===== config.mk =====
export PLATFORM = sky130hd
export DESIGN_NAME = sa_core_skew
export DESIGN_NICKNAME = d
export VERILOG_FILES = /design/src/rtl/sa_core_skew.sv
export SDC_FILE = /design/constraint.sdc
export NUM_CORES = 2
export LEC_CHECK = 0
export BUFFER_PORTS_ARGS = -buffer_cell sky130_fd_sc_hd__buf_2
export CORE_UTILIZATION = 55
export CTS_BUF_LIST = sky130_fd_sc_hd__clkbuf_16
export DETAILED_ROUTE_END_ITERATION = 7
export PLACE_DENSITY = 0.7
export REMOVE_ABC_BUFFERS = 1
export SLEW_MARGIN = 5
export SYNTH_ARGS = -nofsm -noshare
export SYNTH_HDL_FRONTEND = slang
export SYNTH_SLANG_ARGS = --single-unit

===== constraint.sdc =====
create_clock -name clk -period 15.9 [get_ports clk]
set_input_delay 2.385 -clock clk [delete_from_list [all_inputs] [get_ports clk]]
set_output_delay 2.385 -clock clk [all_outputs]
set_load 0.05 [all_outputs]

===== src/rtl/sa_core_skew.sv =====
// -----------------------------------------------------------------------------
// sa_core_skew
//
// Parametrised systolic MAC core. There are ROWS independent lanes. Each lane
// accumulates a*w products over a block of k_len beats. Operands enter as a
// wavefront: lane r sees a beat r cycles after lane 0. A finished result is
// held per lane behind a valid/ready handshake. If the collector has not
// popped a result that is about to be overwritten, the whole core stalls.
//
// Optional feature macro: SA_SAT_EN
//   Undefined : accumulation wraps modulo 2^AW, and there is no r_ovf port.
//   Defined   : accumulation saturates to the AW range of the beat's mode.
//               r_ovf reports per-lane overflow. It is sticky within a block,
//               written together with r_out, and cleared on pop.
//
// Ports
//   clk          clock, rising edge
//   rstn         asynchronous active-low reset
//   a_in         [ROWS][DW] activation operand per lane
//   w_in         [ROWS][DW] weight operand per lane
//   in_valid     operand beat valid (all lanes)
//   in_ready     core accepts a beat this cycle (combinational, ~stall)
//   k_len        beats per block, sampled on the first beat of a block (0 -> 1)
//   signed_mode  1 = two's-complement operands, 0 = unsigned (per beat)
//   r_out        [ROWS][AW] per-lane result
//   r_valid      [ROWS] per-lane result valid
//   r_ovf        [ROWS] per-lane overflow flag (SA_SAT_EN only)
//   r_ready      collector pops every lane whose r_valid is set
//   busy         a beat is in flight in the skew, or a block is partially summed
// -----------------------------------------------------------------------------
module sa_core_skew #(
    parameter int ROWS = 8,
    parameter int DW   = 8,
    parameter int AW   = 32,
    parameter int KW   = 8
) (
    input  logic                     clk,
    input  logic                     rstn,
    input  logic [ROWS-1:0][DW-1:0]  a_in,
    input  logic [ROWS-1:0][DW-1:0]  w_in,
    input  logic                     in_valid,
    output logic                     in_ready,
    input  logic [KW-1:0]            k_len,
    input  logic                     signed_mode,
    output logic [ROWS-1:0][AW-1:0]  r_out,
    output logic [ROWS-1:0]          r_valid,
`ifdef SA_SAT_EN
    output logic [ROWS-1:0]          r_ovf,
`endif
    input  logic                     r_ready,
    output logic                     busy
);

    // Per-lane MAC input (the output of each lane's skew chain).
    logic [ROWS-1:0] mac_v;
    logic [ROWS-1:0] mac_s;
    logic [ROWS-1:0] mac_l;
    logic [DW-1:0]   mac_a [ROWS];
    logic [DW-1:0]   mac_w [ROWS];

    logic [ROWS-1:0] stall_lane;
    logic [ROWS-1:0] chain_busy;
    logic            stall;
    logic            accept;

    logic [KW-1:0]   count_reg;
    logic [KW-1:0]   klen_reg;
    logic [KW-1:0]   eff_k;
    logic            beat_last;

    // Lane 0's stall term uses the raw in_valid rather than the accepted beat.
    // This keeps in_ready free of a combinational loop through itself.
    assign stall    = |stall_lane;
    assign in_ready = rstn & ~stall;
    assign accept   = in_valid & in_ready;
    assign busy     = (|chain_busy) | (count_reg != '0);

    // ---------------------------------------------------------------------
    // Block counter. k_len is only looked at on the first beat of a block.
    // After that the latched value governs where the block ends.
    // ---------------------------------------------------------------------
    always_comb begin
        if (count_reg == '0) begin
            eff_k = (k_len == '0) ? KW'(1) : k_len;
        end else begin
            eff_k = klen_reg;
        end
        beat_last = (count_reg == (eff_k - KW'(1)));
    end

    always_ff @(posedge clk or negedge rstn) begin
        if (!rstn) begin
            count_reg <= '0;
            klen_reg  <= '0;
        end else if (accept) begin
            if (count_reg == '0) begin
                klen_reg <= eff_k;
            end
            count_reg <= beat_last ? '0 : (count_reg + KW'(1));
        end
    end

    // ---------------------------------------------------------------------
    // Lanes
    // ---------------------------------------------------------------------
    genvar gi;
    generate
        for (gi = 0; gi < ROWS; gi++) begin : g_lane

            if (gi == 0) begin : g_direct
                // Lane 0 computes on the beat as it is presented.
                assign mac_v[gi]      = in_valid;
                assign mac_s[gi]      = signed_mode;
                assign mac_l[gi]      = beat_last;
                assign mac_a[gi]      = a_in[gi];
                assign mac_w[gi]      = w_in[gi];
                assign chain_busy[gi] = 1'b0;
            end else begin : g_skew
                // A gi-deep chain that carries the operands and the tag.
                // Cycles with no accepted beat shift in a bubble (valid = 0).
                logic [DW-1:0] a_sk_reg [gi];
                logic [DW-1:0] w_sk_reg [gi];
                logic [gi-1:0] v_sk_reg;
                logic [gi-1:0] s_sk_reg;
                logic [gi-1:0] l_sk_reg;

                always_ff @(posedge clk or negedge rstn) begin
                    if (!rstn) begin
                        for (int i = 0; i < gi; i++) begin
                            a_sk_reg[i] <= '0;
                            w_sk_reg[i] <= '0;
                        end
                        v_sk_reg <= '0;
                        s_sk_reg <= '0;
                        l_sk_reg <= '0;
                    end else if (!stall) begin
                        a_sk_reg[0] <= a_in[gi];
                        w_sk_reg[0] <= w_in[gi];
                        v_sk_reg[0] <= accept;
                        s_sk_reg[0] <= signed_mode;
                        l_sk_reg[0] <= beat_last;
                        for (int i = 1; i < gi; i++) begin
                            a_sk_reg[i] <= a_sk_reg[i-1];
                            w_sk_reg[i] <= w_sk_reg[i-1];
                            v_sk_reg[i] <= v_sk_reg[i-1];
                            s_sk_reg[i] <= s_sk_reg[i-1];
                            l_sk_reg[i] <= l_sk_reg[i-1];
                        end
                    end
                end

                assign mac_v[gi]      = v_sk_reg[gi-1];
                assign mac_s[gi]      = s_sk_reg[gi-1];
                assign mac_l[gi]      = l_sk_reg[gi-1];
                assign mac_a[gi]      = a_sk_reg[gi-1];
                assign mac_w[gi]      = w_sk_reg[gi-1];
                assign chain_busy[gi] = |v_sk_reg;
            end

            // ---------------- MAC and result holding ----------------
            logic signed [2*DW-1:0] prod_s;
            logic        [2*DW-1:0] prod_u;
            logic        [AW-1:0]   prod_ext;
            logic        [AW-1:0]   sum_val;
            logic        [AW-1:0]   acc_reg;
            logic        [AW-1:0]   out_reg;
            logic                   valid_reg;
`ifdef SA_SAT_EN
            logic                   ovf_now;
            logic                   ovf_acc_reg;
            logic                   ovf_out_reg;
`endif

            // The operands are widened to 2*DW before the multiply, so the
            // product is exact in both modes.
            assign prod_s = (2*DW)'($signed(mac_a[gi])) * (2*DW)'($signed(mac_w[gi]));
            assign prod_u = (2*DW)'(mac_a[gi]) * (2*DW)'(mac_w[gi]);

            always_comb begin
                if (mac_s[gi]) begin
                    prod_ext = AW'(prod_s);
                end else begin
                    prod_ext = AW'(prod_u);
                end
                sum_val = acc_reg + prod_ext;
`ifdef SA_SAT_EN
                ovf_now = 1'b0;
                if (mac_s[gi]) begin
                    // Signed overflow: both addends have the same sign,
                    // and the sum has the opposite sign.
                    if ((acc_reg[AW-1] == prod_ext[AW-1]) &&
                        (sum_val[AW-1] != acc_reg[AW-1])) begin
                        ovf_now = 1'b1;
                        sum_val = acc_reg[AW-1] ? {1'b1, {(AW-1){1'b0}}}
                                                : {1'b0, {(AW-1){1'b1}}};
                    end
                end else begin
                    // Unsigned carry-out shows up as a wrapped, smaller sum.
                    if (sum_val < acc_reg) begin
                        ovf_now = 1'b1;
                        sum_val = '1;
                    end
                end
`endif
            end

            // A lane stalls the core when it would overwrite an unpopped result.
            assign stall_lane[gi] = mac_v[gi] & mac_l[gi] & valid_reg & ~r_ready;

            always_ff @(posedge clk or negedge rstn) begin
                if (!rstn) begin
                    acc_reg     <= '0;
                    out_reg     <= '0;
                    valid_reg   <= 1'b0;
`ifdef SA_SAT_EN
                    ovf_acc_reg <= 1'b0;
                    ovf_out_reg <= 1'b0;
`endif
                end else if (!stall) begin
                    if (r_ready) begin
                        valid_reg <= 1'b0;
`ifdef SA_SAT_EN
                        ovf_out_reg <= 1'b0;
`endif
                    end
                    if (mac_v[gi]) begin
                        if (mac_l[gi]) begin
                            // The write takes priority over a same-edge pop.
                            out_reg   <= sum_val;
                            valid_reg <= 1'b1;
                            acc_reg   <= '0;
`ifdef SA_SAT_EN
                            ovf_out_reg <= ovf_acc_reg | ovf_now;
                            ovf_acc_reg <= 1'b0;
`endif
                        end else begin
                            acc_reg <= sum_val;
`ifdef SA_SAT_EN
                            ovf_acc_reg <= ovf_acc_reg | ovf_now;
`endif
                        end
                    end
                end
            end

            assign r_out[gi]   = out_reg;
            assign r_valid[gi] = valid_reg;
`ifdef SA_SAT_EN
            assign r_ovf[gi]   = ovf_out_reg;
`endif
        end
    endgenerate

endmodule


# After elaboration in Yosys (flattened, before gate mapping)
# Index checks and enable logic that the tools add are counted.
[word_totals]
ff_bits = 1068
inputBits = 141
output_inout_bits = 266
word_cells = 224
[classes]
addsub = 10
n_mul = 16
eq_ne = 1
n_mux = 43
bitwise_logic = 29
n_reduce_logical = 22
[op_table]
columns = ["op", "count"]
rows = [
  ["32-bit 2-to-1 mux", 16],
  ["32-bit adder", 8],
  ["8-bit by 8-bit multiplier with 16-bit output", 16],
  ["28-bit OR reduction", 1],
  ["1-bit AND", 26],
  ["1-bit 2-to-1 mux", 24],
  ["8-bit 2-to-1 mux", 3],
  ["3-bit AND reduction", 8],
  ["2-bit AND reduction", 9],
  ["8-bit zero test", 2],
  ["8-bit by 1-bit adder with 8-bit output (second input constant)", 1],
  ["8-bit equality test", 1],
  ["8-bit nonzero test", 1],
  ["8-bit OR reduction", 1],
  ["8-bit by 1-bit subtractor with 8-bit output (second input constant)", 1],
  ["1-bit inverter", 2],
  ["1-bit bitwise OR", 1],
]

# Depth between registers and ports, before layout
[logic_depth]
depth_word = 13
depth_mapped = 33
ltp_nobuf = 31

# Worst setup path before layout
# Ideal clock, no wire load.
[synth_timing]
path_type = "input-to-reg"
start = "input w_in[7] (netlist bit)"
end = "register g_lane[0].out_reg[31]"
setup_time_ps = 141
arrival_ps = 8687
required_time_ps = 15759
path_slack_ps = 7072
cell_stages = 31
path_buffers = 2
path_cell_list = "clkbuf_1 -> nand2_1 -> fa_1 -> fa_1 -> inv_1 -> fa_1 -> inv_1 -> fa_1 -> inv_1 -> ha_1 -> inv_1 -> o21bai_1 -> a21oi_1 -> o21bai_1 -> a211o_1 -> a2111oi_0 -> nor2_1 -> xnor2_1 -> o21ai_0 -> ha_1 -> clkbuf_1 -> nand3_1 -> nor3_1 -> a221oi_1 -> nand4_1 -> o211ai_1 -> o21ai_0 -> a311oi_1 -> xnor2_1 -> xnor2_1 -> o21ai_0"
[synth_via]
elab_chain_cells = 3
word_cells_on_any_way = 4
cone_classes = "1 x add/sub; 2 x mul; 1 x mux"
[synth_lines]
columns = ["item", "line", "text"]
rows = [
  ["start, declared", "40", "input logic [ROWS-1:0][DW-1:0] w_in,"],
  ["8-bit by 8-bit multiplier with 16-bit output (on tied branches)", "177, 176", ""],
  ["32-bit 2-to-1 mux (*)", "180", "if (mac_s[gi]) begin"],
  ["32-bit adder (*)", "185", "sum_val = acc_reg + prod_ext;"],
  ["end signal, assigned", "229", "out_reg <= sum_val;"],
  ["end, declared", "166", "logic [AW-1:0] out_reg;"],
]
# Mark *: on every way between the ends. The rest lies on a longest branch, timed or not.
# A chain may end at the register's enable or synchronous reset.

# Final worst setup path
[layout_timing]
start = "input a_in[5] (netlist bit)"
end = "register g_lane[0].out_reg[31]"
[layout_via]
elab_chain_cells = 3
word_cells_on_any_way = 4
cone_classes = "1 x add/sub; 2 x mul; 1 x mux"
[layout_lines]
columns = ["item", "line", "text"]
rows = [
  ["start, declared", "39", "input logic [ROWS-1:0][DW-1:0] a_in,"],
  ["8-bit by 8-bit multiplier with 16-bit output (on tied branches)", "177, 176", ""],
  ["32-bit 2-to-1 mux (*)", "180", ""],
  ["32-bit adder (*)", "185", ""],
]
# Marked as above.

==> results.md <==
- Synth Flop Type: dfrtp_1
- Die span in y: a little under 400 um
- Sw frac: 0.478
- Total Routing Usage GR: 0.244
- Sequential-to-total area share from yosys stat: 0.304
- Mapped Cells: ~8300
- Post-synth EDFFs: 0
- Register Area: 25100 um2
- Internal power: 9790 uW
- Worst hold path class: register to register
- Post-DP HPWL: ~140 mm
- Via-to-Cell Ratio: approximately 5.4
- Count of yosys warnings during synthesis: 0
- Count of different cell masters after synthesis: between 70 and 80
- Commonest non-fill, non-tap cell in the layout: inv_1
- Layout cells sized above 1: 0.0982
- Yosys top cell area share: 0.304
- Worst path slowest cell: fa_1
- Worst-Skew Late Latency: 750 ps
- Max-slew violation count: 0
- Nets: about 10000
- Status: finished clean
- Num ports: 407
- Clk root buf: clkbuf_16
- Drt pass-1 iters: 6
- Leading area contributor after synthesis: dfrtp_1
- Reg power frac: 0.179
- Cts hold-fix bufs: 0
- Max frequency: 109 MHz
- Post-Route WL: between 150 and 200 mm
- Initial Util: 0.553
- Sw Pwr: ~9000 uW
- CTS tree: done
- Clock Power Share: 0.146
- Final Hold Viols: 0
- RSZ-0062 raised after global routing: no
- Via Count: a little under 60000
- CTS clk-pin slew, worst paths: around 60 ps
- # rows: 142
- Ys async rst share: 1.00
- Required @ worst endpoint: between 15000 and 20000 ps
- Cts repair resizes: 0
- CP peak stage delay: 530 ps
- DR WL/cell: roughly 17 um
- Total gr overflow: 0
- Clock skew: just over 50 ps
- Crit share post-route: 0.577
- Core box area: roughly 150000 um2
- Die X: approximately 390 um
- Global-route wire length before repair: between 300 and 400 mm
- Critical Path Fanout Max: 15
- Num CTS Buffers: roughly 110
- DRC: 0
- Max Cap Viol: 0
- #FFs+latches synth: 1005
- Port Buf Inserts: slightly above 400
- Util after Layout: 0.602
- Gate power share: 0.675
- Most used cell along the critical path: inv_1
- Worst slew pin tran: 1200 ps
- PD cells: ~210 nW/um2
- DP Worst Slack: 6030 ps
- Final setup viols: 0
- Critical setup path kind: primary input to register
- Area Overhead vs Synth: 8.87%
- Fin worst setup slack: between 6000 and 7000 ps
- Gpl congestion: roughly 0.9
- Post-CTS setup buffer count: 0
- Crit start category: primary input
- Sink Count: approximately 1000
- Initial DRC Count: roughly 3100
- Syn_area_per_cell: between 10 and 15 um2
- Routed Antenna Nets: 0
- Via count of the first global-routing pass: between 50000 and 60000
- Final Critical Period: 9170 ps
- CTS H-Tree Depth: 3
- Synth top area cells: dfrtp_1 (30%), fa_1 (17%), ha_1 (11%), inv_1 (6.1%), mux2_1 (5.7%)
- Initial antenna violation count: 3
- Commonest cells after routing, fill and taps aside: inv_1 (1364), dfrtp_1 (1005), nand2_1 (777)
- Max_slew headroom: 0.198
- Largest net degree at the start of global routing: 86
- Syn Std Cell Area: 82800 um2
- Area of the multi-input gates: a little over 50000 um2
- Critical Path Sink Type: register
- Bufs on Longest Clock Path: 3
- Pleak: 0.0458 uW
- Critical path data arrival time: between 9000 and 10000 ps
- VDD IR max: between 100 and 150 uV
- Number of fill cells in the layout: 12700
- Die area: 152000 um2
==> final cells by class <==
cell class	count	area share
Clock inverter	95	0.0119
Clock buffer	112	0.0311
Multi-Input combinational cell	5605	0.566
Antenna cell	1	0.0000278
Inverter	1351	0.0563
Tap cell	2016	0.0280
Sequential cell	1005	0.279
Timing Repair Buffer	461	0.0272
==> per-stage QoR <==
step / cells / setup TNS (ps) / power, uW / cell area [um2] / hold WS (ps)
3_5_place_dp: 10400 / 0 / 16000 / 86300 / 465
2_1_floorplan: 7961 / -2618260 / 13100 / 81200 / 445
5_1_grt: 10600 / 0 / 20500 / 90100 / 454
4_1_cts: 10600 / 0 / 18800 / 90100 / 438
6_report: 10600 / 0 / 18800 / 90100 / 457
3_3_place_gp: 10400 / 0 / 15600 / 86300 / 459
==> per-layer routing <==
metal | GRT usage | share of wire
met1 | 0.333 | 0.45
met5 | 0 | 0
met2 | 0.400 | 0.47
met4 | 0.0672 | 0.028
met3 | 0.0443 | 0.054
==> power groups by stage <==
stage / Combinational, uW / Sequential (uW) / Clock [uW]
3_5_place_dp: 12600 / 3400 / 0
3_3_place_gp: 12200 / 3380 / 0
6_report: 12700 / 3360 / 2740
4_1_cts: 12700 / 3360 / 2810
2_1_floorplan: 9530 / 3560 / 0
5_1_grt: 14200 / 3420 / 2900
==> critical path: cells and delay by family <==
kind                       cells  cell delay, ps
and+or+nand+nor                3             500
adders and majority gates      6            2710
xor gates and xnor gates       3             540
AOI/OAI and AO/OA             12            2710
buffers and inverters          6             900
==> cells in the mapped netlist (10+ instances only) <==
cell / instances
or2_2: 10
o31a_1: 21
a22o_1: 78
o22ai_1: 18
a21oi_1: 293
xnor2_1: 274
xor2_1: 185
a31o_2: 15
nor2_1: 176
o21a_1: 73
nand2b_1: 97
o21bai_1: 74
ha_1: 716
dfrtp_1: 1005
nand3b_1: 13
nand2_1: 777
mux2_1: 420
nor2b_1: 65
a21o_1: 150
o21ai_1: 66
o211ai_1: 22
and2_1: 294
buf_4: 87
o21ai_0: 347
and3_1: 25
buf_2: 64
o31ai_1: 170
a31oi_1: 25
or3_1: 23
fa_1: 688
nor3_1: 64
mux2_2: 168
a211o_1: 11
nand3_1: 61
nand4_1: 17
o41ai_1: 14
clkbuf_1: 151
inv_1: 1349
a211oi_1: 44
==> worst paths after layout <==
check	cells after the start	slack [ps]	end	start
setup / recovery	30	6730	g_lane[0].out_reg[31]$_DFFE_PN0P_	a_in[5]
hold / removal	1	460	g_lane[3].g_skew.a_sk_reg[9]$_DFFE_PN0N_	g_lane[3].g_skew.a_sk_reg[17]$_DFFE_PN0N_
setup reg to reg	28	7720	g_lane[2].out_reg[29]$_DFFE_PN0P_	g_lane[2].g_skew.w_sk_reg[7]$_DFFE_PN0N_
hold reg to reg	1	460	g_lane[3].g_skew.a_sk_reg[9]$_DFFE_PN0N_	g_lane[3].g_skew.a_sk_reg[17]$_DFFE_PN0N_
max in group asynchronous	6	9700	g_lane[3].g_skew.w_sk_reg[12]$_DFFE_PN0N_	rstn
min in group asynchronous	1	1580	g_lane[5].out_reg[9]$_DFFE_PN0P_	rstn
==> logic make-up after synthesis <==
logic type / synth area share
simple gates: 0.0958
flops: 0.304
fa+ha+maj: 0.275
compound gates: 0.116
xor+xnor: 0.0488
buf+inv: 0.0800
mux: 0.0811
No activity file was read; power rests on OpenSTA's default activity.
